**src/rtl/fwd_pipe_unit_if.sv**
```systemverilog
// rtl/fwd_pipe_unit_if.sv - issue/load/read/write-back bundle for fwd_pipe_unit
//
// Signals carry the unit-relative _i/_o suffixes:
//   iss_valid_i, iss_rd_i, iss_dv_i, iss_data_i : producer register write issue
//   ld_ret_i, ld_data_i                         : load data return
//   flush_i                                     : kill in-flight entries
//   rd_addr_i, rf_data_i, rd_data_o             : packed read ports
//   stall_o                                     : issue not accepted
//   wb_valid_o, wb_addr_o, wb_data_o            : regfile write-back
// master: pipeline side driving the unit; slave: the unit itself.

interface fwd_pipe_unit_if #(
  parameter int XLEN   = 32,
  parameter int REG_AW = 5,
  parameter int NUM_RD = 2
);
  logic                     iss_valid_i;
  logic [REG_AW-1:0]        iss_rd_i;
  logic                     iss_dv_i;
  logic [XLEN-1:0]          iss_data_i;
  logic                     ld_ret_i;
  logic [XLEN-1:0]          ld_data_i;
  logic                     flush_i;
  logic [NUM_RD*REG_AW-1:0] rd_addr_i;
  logic [NUM_RD*XLEN-1:0]   rf_data_i;
  logic [NUM_RD*XLEN-1:0]   rd_data_o;
  logic                     stall_o;
  logic                     wb_valid_o;
  logic [REG_AW-1:0]        wb_addr_o;
  logic [XLEN-1:0]          wb_data_o;

  modport master (
    output iss_valid_i, iss_rd_i, iss_dv_i, iss_data_i,
    output ld_ret_i, ld_data_i, flush_i, rd_addr_i, rf_data_i,
    input  rd_data_o, stall_o, wb_valid_o, wb_addr_o, wb_data_o
  );

  modport slave (
    input  iss_valid_i, iss_rd_i, iss_dv_i, iss_data_i,
    input  ld_ret_i, ld_data_i, flush_i, rd_addr_i, rf_data_i,
    output rd_data_o, stall_o, wb_valid_o, wb_addr_o, wb_data_o
  );
endinterface

```
**src/rtl/fwd_pipe_unit.sv**
```systemverilog
// rtl/fwd_pipe_unit.sv - operand forwarding and load-use interlock unit
//
// Tracks DEPTH in-flight register writes (entry 0 youngest) plus a write-back
// register, forwards the youngest available value to NUM_RD read ports and
// stalls the issuer while a needed load result is still outstanding.
// Ports:
//   clk  : clock, rising edge
//   rst  : synchronous reset, active-high
//   bus  : fwd_pipe_unit_if.slave (issue, load return, flush, reads, write-back)

module fwd_pipe_unit #(
  parameter int XLEN   = 32,
  parameter int REG_AW = 5,
  parameter int NUM_RD = 2,
  parameter int DEPTH  = 3
) (
  input  logic            clk,
  input  logic            rst,
  fwd_pipe_unit_if.slave  bus
);

  logic              r_vld  [DEPTH];
  logic [REG_AW-1:0] r_rd   [DEPTH];
  logic              r_dv   [DEPTH];
  logic [XLEN-1:0]   r_data [DEPTH];

  logic              r_wb_valid;
  logic [REG_AW-1:0] r_wb_addr;
  logic [XLEN-1:0]   r_wb_data;

  logic [DEPTH-1:0]       w_fill_sel;
  logic                   w_ld_ok;
  logic                   w_dv   [DEPTH];
  logic [XLEN-1:0]        w_data [DEPTH];
  logic                   w_freeze;
  logic [NUM_RD-1:0]      w_port_stall;
  logic [NUM_RD*XLEN-1:0] w_rd_data;
  logic                   w_stall;
  logic                   w_accept;

  // A flush drops any same-cycle load return.
  assign w_ld_ok = bus.ld_ret_i && !bus.flush_i;

  // Pick the oldest pending load; later (older) indices overwrite earlier ones.
  always_comb begin
    w_fill_sel = '0;
    for (int k = 0; k < DEPTH; k++) begin
      if (r_vld[k] && !r_dv[k]) begin
        w_fill_sel    = '0;
        w_fill_sel[k] = 1'b1;
      end
    end
  end

  // Post-fill view of the entries: used for stall, forwarding and the shift.
  always_comb begin
    for (int k = 0; k < DEPTH; k++) begin
      w_dv[k]   = r_dv[k];
      w_data[k] = r_data[k];
      if (w_ld_ok && w_fill_sel[k]) begin
        w_dv[k]   = 1'b1;
        w_data[k] = bus.ld_data_i;
      end
    end
  end

  // An unfilled load at the oldest slot cannot retire, so everything holds.
  assign w_freeze = r_vld[DEPTH-1] && !w_dv[DEPTH-1];

  always_comb begin : read_ports
    logic [REG_AW-1:0] a;
    logic              hit;
    logic              hit_dv;
    logic              fwd_hit;
    logic [XLEN-1:0]   fwd;
    w_port_stall = '0;
    w_rd_data    = '0;
    a       = '0;
    hit     = 1'b0;
    hit_dv  = 1'b0;
    fwd_hit = 1'b0;
    fwd     = '0;
    for (int p = 0; p < NUM_RD; p++) begin
      a       = bus.rd_addr_i[p*REG_AW +: REG_AW];
      hit     = 1'b0;
      hit_dv  = 1'b0;
      fwd_hit = 1'b0;
      fwd     = '0;
      // Scan oldest to youngest so the youngest match is left standing.
      for (int k = DEPTH-1; k >= 0; k--) begin
        if (r_vld[k] && (r_rd[k] == a)) begin
          hit    = 1'b1;
          hit_dv = w_dv[k];
          if (w_dv[k]) begin
            fwd_hit = 1'b1;
            fwd     = w_data[k];
          end
        end
      end
      w_port_stall[p] = (a != '0) && hit && !hit_dv;
      if (a == '0) begin
        w_rd_data[p*XLEN +: XLEN] = '0;
      end else if (fwd_hit) begin
        w_rd_data[p*XLEN +: XLEN] = fwd;
      end else if (r_wb_valid && (r_wb_addr == a)) begin
        w_rd_data[p*XLEN +: XLEN] = r_wb_data;
      end else begin
        w_rd_data[p*XLEN +: XLEN] = bus.rf_data_i[p*XLEN +: XLEN];
      end
    end
  end

  assign w_stall  = w_freeze || (|w_port_stall);
  assign w_accept = bus.iss_valid_i && !w_stall && !bus.flush_i;

  always_ff @(posedge clk) begin
    if (rst) begin
      for (int k = 0; k < DEPTH; k++) begin
        r_vld[k]  <= 1'b0;
        r_rd[k]   <= '0;
        r_dv[k]   <= 1'b0;
        r_data[k] <= '0;
      end
      r_wb_valid <= 1'b0;
      r_wb_addr  <= '0;
      r_wb_data  <= '0;
    end else begin
      if (!w_freeze) begin
        // x0 writes retire through wb but never enable the regfile write.
        r_wb_valid <= r_vld[DEPTH-1] && (r_rd[DEPTH-1] != '0);
        r_wb_addr  <= r_rd[DEPTH-1];
        r_wb_data  <= w_data[DEPTH-1];
        for (int k = DEPTH-1; k >= 1; k--) begin
          r_vld[k]  <= r_vld[k-1];
          r_rd[k]   <= r_rd[k-1];
          r_dv[k]   <= w_dv[k-1];
          r_data[k] <= w_data[k-1];
        end
        r_vld[0]  <= w_accept;
        r_rd[0]   <= bus.iss_rd_i;
        r_dv[0]   <= bus.iss_dv_i;
        r_data[0] <= bus.iss_data_i;
      end else begin
        r_wb_valid <= 1'b0;
        for (int k = 0; k < DEPTH; k++) begin
          r_dv[k]   <= w_dv[k];
          r_data[k] <= w_data[k];
        end
      end
      if (bus.flush_i) begin
        for (int k = 0; k < DEPTH; k++) begin
          r_vld[k] <= 1'b0;
        end
      end
    end
  end

  assign bus.rd_data_o  = w_rd_data;
  assign bus.stall_o    = w_stall;
  assign bus.wb_valid_o = r_wb_valid;
  assign bus.wb_addr_o  = r_wb_addr;
  assign bus.wb_data_o  = r_wb_data;

endmodule

```
**src/flat_wrapper.sv**
```systemverilog
// flat-port wrapper written by rule: the top's interface ports become plain ports
module fwd_pipe_unit_flat 
#(
  parameter int XLEN   = 32,
  parameter int REG_AW = 5,
  parameter int NUM_RD = 2,
  parameter int DEPTH  = 3
)
  (clk, rst, bus_iss_valid_i, bus_iss_rd_i, bus_iss_dv_i, bus_iss_data_i, bus_ld_ret_i, bus_ld_data_i, bus_flush_i, bus_rd_addr_i, bus_rf_data_i, bus_rd_data_o, bus_stall_o, bus_wb_valid_o, bus_wb_addr_o, bus_wb_data_o);
  fwd_pipe_unit_if #(.XLEN(XLEN), .REG_AW(REG_AW), .NUM_RD(NUM_RD)) bus_i ();
  input  logic clk;
  input  logic rst;
  input wire logic [$bits(bus_i.iss_valid_i)-1:0] bus_iss_valid_i;
  input wire logic [$bits(bus_i.iss_rd_i)-1:0] bus_iss_rd_i;
  input wire logic [$bits(bus_i.iss_dv_i)-1:0] bus_iss_dv_i;
  input wire logic [$bits(bus_i.iss_data_i)-1:0] bus_iss_data_i;
  input wire logic [$bits(bus_i.ld_ret_i)-1:0] bus_ld_ret_i;
  input wire logic [$bits(bus_i.ld_data_i)-1:0] bus_ld_data_i;
  input wire logic [$bits(bus_i.flush_i)-1:0] bus_flush_i;
  input wire logic [$bits(bus_i.rd_addr_i)-1:0] bus_rd_addr_i;
  input wire logic [$bits(bus_i.rf_data_i)-1:0] bus_rf_data_i;
  output wire logic [$bits(bus_i.rd_data_o)-1:0] bus_rd_data_o;
  output wire logic [$bits(bus_i.stall_o)-1:0] bus_stall_o;
  output wire logic [$bits(bus_i.wb_valid_o)-1:0] bus_wb_valid_o;
  output wire logic [$bits(bus_i.wb_addr_o)-1:0] bus_wb_addr_o;
  output wire logic [$bits(bus_i.wb_data_o)-1:0] bus_wb_data_o;
  assign bus_i.iss_valid_i = bus_iss_valid_i;
  assign bus_i.iss_rd_i = bus_iss_rd_i;
  assign bus_i.iss_dv_i = bus_iss_dv_i;
  assign bus_i.iss_data_i = bus_iss_data_i;
  assign bus_i.ld_ret_i = bus_ld_ret_i;
  assign bus_i.ld_data_i = bus_ld_data_i;
  assign bus_i.flush_i = bus_flush_i;
  assign bus_i.rd_addr_i = bus_rd_addr_i;
  assign bus_i.rf_data_i = bus_rf_data_i;
  assign bus_rd_data_o = bus_i.rd_data_o;
  assign bus_stall_o = bus_i.stall_o;
  assign bus_wb_valid_o = bus_i.wb_valid_o;
  assign bus_wb_addr_o = bus_i.wb_addr_o;
  assign bus_wb_data_o = bus_i.wb_data_o;
  fwd_pipe_unit #(.XLEN(XLEN), .REG_AW(REG_AW), .NUM_RD(NUM_RD), .DEPTH(DEPTH)) u_core (.clk(clk), .rst(rst), .bus(bus_i));
endmodule
```
**config.mk**
```make
export PLATFORM = sky130hd
export DESIGN_NAME = fwd_pipe_unit_flat
export DESIGN_NICKNAME = d
export VERILOG_FILES = /design/src/rtl/fwd_pipe_unit_if.sv /design/src/rtl/fwd_pipe_unit.sv /design/src/flat_wrapper.sv
export SDC_FILE = /design/constraint.sdc
export NUM_CORES = 1
export LEC_CHECK = 0
export BUFFER_PORTS_ARGS = -buffer_cell sky130_fd_sc_hd__buf_2
export CAP_MARGIN = 30
export CORE_MARGIN = 2
export CORE_UTILIZATION = 60
export DETAILED_ROUTE_END_ITERATION = 10
export PLACE_DENSITY_LB_ADDON = 0.12
export REMOVE_ABC_BUFFERS = 1
export SYNTH_ARGS = -nofsm -noshare
export SYNTH_HDL_FRONTEND = slang
export SYNTH_SLANG_ARGS = --single-unit
```
**constraint.sdc**
```tcl
create_clock -name clk -period 7 [get_ports clk]
set_input_delay 1.05 -clock clk [delete_from_list [all_inputs] [get_ports clk]]
set_output_delay 1.05 -clock clk [all_outputs]
set_load 0.005 [all_outputs]
```
* Word-level counts from Yosys, hierarchy flattened
Memories as Yosys holds them, arrays and structs flattened.
Index checks and enable logic that the tools add are counted.
** Storage, ports and cells
- Input port bits :: 149
- ROM bits :: 0
- Register bits :: 38
- Memory bits (writable) :: 117
- Memories :: 4
- Latch bits :: 0
** Memory list
- u_core.r_data :: depth 3, width 32, read ports 3, clocked after Yosys merged registers in 0, write ports 3, line fwd_pipe_unit.sv:25 : logic [XLEN-1:0] r_data [DEPTH];
- u_core.r_rd :: depth 3, width 5, read ports 3, clocked after Yosys merged registers in 0, write ports 3, line fwd_pipe_unit.sv:23 : logic [REG_AW-1:0] r_rd [DEPTH];
- u_core.r_dv :: depth 3, width 1, read ports 3, clocked after Yosys merged registers in 0, write ports 3, line fwd_pipe_unit.sv:24 : logic r_dv [DEPTH];
- u_core.r_vld :: depth 3, width 1, read ports 3, clocked after Yosys merged registers in 0, write ports 3, line fwd_pipe_unit.sv:22 : logic r_vld [DEPTH];
** Cells by class
- Reductions and logical operators :: 39
- Shifts and indexed selects :: 0
- Add/sub/neg operators :: 0
- Order comparisons :: 0
- Divide/modulo/power cells :: 0
- Muxes and demuxes :: 81
- Equal/unequal tests :: 8
- Multipliers :: 0
- Bitwise logic cells :: 21
** Operator list (count)
- 32-bit 2-to-1 mux :: 26
- 1-bit 2-to-1 mux :: 50
- 5-bit equality test :: 8
- 1-bit logical AND :: 23
- 1-bit OR :: 21
- 5-bit 2-to-1 mux :: 3
- 5-bit nonzero test :: 3
- 5-bit zero test :: 2
- 1-bit zero test :: 8
- 2-bit OR reduction :: 2
- 3-bit 2-to-1 mux :: 1
- 2-bit 2-to-1 mux :: 1
- 1-bit logical OR :: 1

* Logic depth before layout (Yosys ltp)
An unclocked memory read counts as a cell.
- Depth after elaboration :: 20
- Depth in mapped cells :: 9

* Least setup slack after synthesis
Ideal clock, no wire load.
- Path kind :: input port to output port
- Start point :: input port bus_rd_addr_i[5]
- End point :: output port bus_rd_data_o[62]
- Slack :: 3257 ps
- Data required time :: 5950 ps
- Stages :: 8
- Arrival :: 2693 ps
- Buffers on the path :: 3
- Path through :: clkbuf_1 > xor2_1 > nor4_1 > and3_1 > clkbuf_1 > buf_2 > mux2_2 > a32o_1
** On the way
- Cells in the longest elaborated chain, start to end :: 9
- Elaborated cells on any way between the ends :: 22
** RTL lines
- start: declaration :: line flat_wrapper.sv:20 : input wire logic [$bits(bus_i.rd_addr_i)-1:0] bus_rd_addr_i;
- 5-bit equality test :: line fwd_pipe_unit.sv:91 : if (r_vld[k] && (r_rd[k] == a)) begin
- 1-bit logical AND :: line fwd_pipe_unit.sv:91
- 32-bit 2-to-1 mux / 1-bit 2-to-1 mux (equally long branches) :: line fwd_pipe_unit.sv:91
- 32-bit 2-to-1 mux / 1-bit 2-to-1 mux (equally long branches) :: line fwd_pipe_unit.sv:94 : if (w_dv[k]) begin
- 32-bit 2-to-1 mux / 1-bit 2-to-1 mux (equally long branches) :: line fwd_pipe_unit.sv:91
- 32-bit 2-to-1 mux / 1-bit 2-to-1 mux (equally long branches) :: line fwd_pipe_unit.sv:94
- 32-bit 2-to-1 mux / 1-bit 2-to-1 mux (equally long branches) :: line fwd_pipe_unit.sv:91
- 32-bit 2-to-1 mux :: line fwd_pipe_unit.sv:103 : end else if (fwd_hit) begin
- 32-bit 2-to-1 mux * :: line fwd_pipe_unit.sv:101 : if (a == '0) begin
- end: declaration :: line flat_wrapper.sv:22 : output wire logic [$bits(bus_i.rd_data_o)-1:0] bus_rd_data_o;
Every way passes the cells marked *; elsewhere a longest branch is shown, timed or not.

* Worst setup path in the final report
- Start point :: input port bus_flush_i
- End point :: output port bus_rd_data_o[15]
** On the way
- Cells in the longest elaborated chain, start to end :: 12
- Elaborated cells on any way between the ends :: 25
** RTL lines
- start: declaration :: line flat_wrapper.sv:19 : input wire logic [$bits(bus_i.flush_i)-1:0] bus_flush_i;
- 1-bit zero test * :: line fwd_pipe_unit.sv:42 : assign w_ld_ok = bus.ld_ret_i && !bus.flush_i;
- 1-bit logical AND * :: line fwd_pipe_unit.sv:42
- 1-bit logical AND :: line fwd_pipe_unit.sv:60 : if (w_ld_ok && w_fill_sel[k]) begin
- 32-bit 2-to-1 mux / 1-bit 2-to-1 mux (equally long branches) :: line fwd_pipe_unit.sv:60
- 32-bit 2-to-1 mux / 1-bit 2-to-1 mux (equally long branches) :: line fwd_pipe_unit.sv:94
- 32-bit 2-to-1 mux / 1-bit 2-to-1 mux (equally long branches) :: line fwd_pipe_unit.sv:91
- 32-bit 2-to-1 mux / 1-bit 2-to-1 mux (equally long branches) :: line fwd_pipe_unit.sv:94
- 32-bit 2-to-1 mux / 1-bit 2-to-1 mux (equally long branches) :: line fwd_pipe_unit.sv:91
- 32-bit 2-to-1 mux / 1-bit 2-to-1 mux (equally long branches) :: line fwd_pipe_unit.sv:94
- 32-bit 2-to-1 mux / 1-bit 2-to-1 mux (equally long branches) :: line fwd_pipe_unit.sv:91
- 32-bit 2-to-1 mux * :: line fwd_pipe_unit.sv:103
- 32-bit 2-to-1 mux * :: line fwd_pipe_unit.sv:101
Marked as above.

==> metrics.txt <==
CP dominant cell by count buf_2; status finished clean; DIE AREA slightly below 0.02 mm2; RSZ-0062 raised after global routing no; Largest stage delay, worst path approximately 0.56 ns; worst-path maximum fanout 17; Die X about 140 um; buffers plus inverters on the worst setup path 3; delay-heaviest family, CP simple AND/OR/NAND/NOR gates; pwr dens approximately 180 mW/mm2; Die H ~140 um; non-filler cells, final between 1500 and 2000; total congestion overflow 0; fin util between 70% and 80%; crit path DAT 4.22 ns; worst hold slack around 0.52 ns; post-synthesis register bit count 155; actual slew at the worst max-slew pin ~0.96 ns; initial DRC count around 1100; slowest stage cell, crit path nand2_1; CP Class input port to output pin; Vias around 11000; worst hold-check path type flip-flop to flip-flop; input/output buffers between 200 and 300; max frequency approximately 0.19 GHz; post-route clock period utilization about three quarters; register area ~0.0043 mm2; ANT nets after route 0; Multi-input gate area approximately 0.0067 mm2; fin crit period 5.27 ns; Pre-Repair DR Iteration Count 7; clk buf depth 2; clock-pin slew on the worst setup and hold paths 0.07 ns; # Post-CTS Setup Buffers 0; Cell Chain, Critical Path buf_2 -> nor2b_1 -> o21ai_1 -> or3_1 -> nand3_1 -> nand2_1 -> buf_4 -> o32ai_1 -> buf_2; maxcap violations 0; cell area after layout 0.0133 mm2; number of global-route vias before repair around 10000; Ports approximately 250; CTS hold repair buffers 0; DRC errors left 0; Num CTS Buffers 17; dpl cell area approximately 0.013 mm2; first-pass GRT wire length 53900 um; DP HPWL between 20000 and 25000 um; post-route setup slack around 1.7 ns; synth warn 0; Final setup viols 0; Clock Skew approximately 0.012 ns; Unique masters post-synth 48; layout cells sized above 1 28.5%; Leak around 5.7 nW; final hold vios 0; Initial Utilization between 60% and 70%; clk sinks around 160; Resized cells post-CTS 0; fin. max-slew vios 0; initial antenna violation count 2; all-layer global routing usage approximately a third; vias per cell 6.33; register area share after synthesis slightly below 40%; TritonCTS clock tree done; largest net degree at the start of global routing 96; row count just under 50; commonest non-fill, non-tap cell in the layout buf_2; Worst slew margin between 30% and 40%; peak supply drop approximately 0.00018 V; WL per Instance ~20 um; CORE AREA 0.0180 mm2; Design Power 2.35 mW; Worst Setup Slack post-DPL approximately 1.8 ns; Required @ worst endpoint 5.95 ns; htree depth 4; most frequent cells in the layout buf_2, nor2_1, edfxtp_1; setup total negative slack 0 ns; Gate Count Post-Synth roughly 1200; CP endpoint kind output pin; startpoint class of the critical path input port; CTS Root Cell clkbuf_16; Net count, final around 1600; fill cell count approximately 1400; Mapped Area 0.0111 mm2; RePlAce Congestion 0.873; Syn Area/Cell approximately 9.6 um2; Clk Latency, worst-skew pair between 0.4 and 0.5 ns; Placed Instances around 1600; Syn-to-layout area delta 20.4%; DRT Wirelength 34300 um; register-to-register setup slack approximately 4.1 ns
[layout make-up]
class	count	share of cell area (%)
multi-input combinational	977	49.9
sequential	155	32.0
timing repair buffer	274	11.2
clock buffer	18	3.22
tap	229	2.15
clock inverter	14	1.30
inverter	4	0.112
antenna	2	0.0375
[kinds of logic after synthesis]
logic type      after synthesis  synth area share [%]
compound gates              243                  18.3
xor+xnor                     40                  3.16
buf+inv                     126                  5.28
flops                       155                  38.5
mux                         190                  18.4
other cells                   1                0.0338
simple gates                405                  16.3
[flip-flops by register name, summed over array words and instances (netlist names)]
name                   cells
u_core.r_data             96
u_core.r_dv                3
u_core.r_rd               15
u_core.bus.wb_valid_o      1
u_core.bus.wb_addr_o       5
u_core.bus.wb_data_o      32
u_core.r_vld               3
[worst register-to-register path: stages (launching register included)]
cell and delay [ns]:
edfxtp_1 0.54, nor2b_1 0.38, nand3_2 0.73, buf_4 0.50
mux2i_1 0.35, a211oi_1 0.13
[worst paths after layout]
| check | start | end | cells after the start |
|---|---|---|---|
| setup reg to reg | u_core.r_vld[0][1] | u_core.r_data[0][45] | 5 |
| hold reg to reg | u_core.bus.wb_addr_o[4] | u_core.bus.wb_addr_o[4] | 2 |
| setup / recovery | bus_flush_i | bus_rd_data_o[15] | 9 |
| hold / removal | u_core.bus.wb_addr_o[4] | u_core.bus.wb_addr_o[4] | 2 |
[cell usage after synthesis, drive strengths merged]
| master | number | area, um2 |
|---|---|---|
| a211oi | 97 | 728 |
| a21oi | 8 | 43.8 |
| a2bb2oi | 1 | 8.76 |
| a31o | 1 | 8.76 |
| a31oi | 2 | 12.5 |
| a32o | 32 | 320 |
| and2 | 15 | 93.8 |
| and3 | 3 | 18.8 |
| buf | 55 | 319 |
| clkbuf | 67 | 251 |
| conb | 1 | 3.75 |
| dfxtp | 38 | 761 |
| edfxtp | 117 | 3510 |
| inv | 4 | 15.0 |
| mux2 | 94 | 1060 |
| mux2i | 96 | 986 |
| nand2 | 51 | 191 |
| nand2b | 3 | 18.8 |
| nand3 | 70 | 350 |
| nand3b | 1 | 7.51 |
| nand4 | 5 | 37.5 |
| nor2 | 199 | 747 |
| nor2b | 3 | 18.8 |
| nor3 | 39 | 200 |
| nor4 | 7 | 58.8 |
| nor4b | 1 | 8.76 |
| o211a | 32 | 320 |
| o211ai | 33 | 248 |
| o21ai | 1 | 5.00 |
| o21ba | 1 | 10.0 |
| o311a | 1 | 10.0 |
| o32ai | 33 | 297 |
| o41ai | 1 | 16.3 |
| or2 | 1 | 6.26 |
| or3 | 5 | 31.3 |
| or4 | 2 | 15.0 |
| xnor2 | 16 | 140 |
| xor2 | 24 | 210 |
[metal layers]
layer | global-route usage [%] | vias up | share of wire [%]
li1 | - | 4842 | -
met1 | 46.0 | 5024 | 40
met2 | 55.4 | 636 | 47
met3 | 6.67 | 80 | 9.9
met4 | 13.6 | 0 | 2.8
met5 | 0 | - | 0
[power by group]
group / leakage (nW) / total (mW) / switching [mW] / internal [mW]
clock network: 0.282 / 0.963 / 0.401 / 0.562
logic: 3.88 / 0.309 / 0.168 / 0.141
registers: 1.54 / 1.07 / 0.0297 / 1.04
No activity file was read; power rests on OpenSTA's default activity.
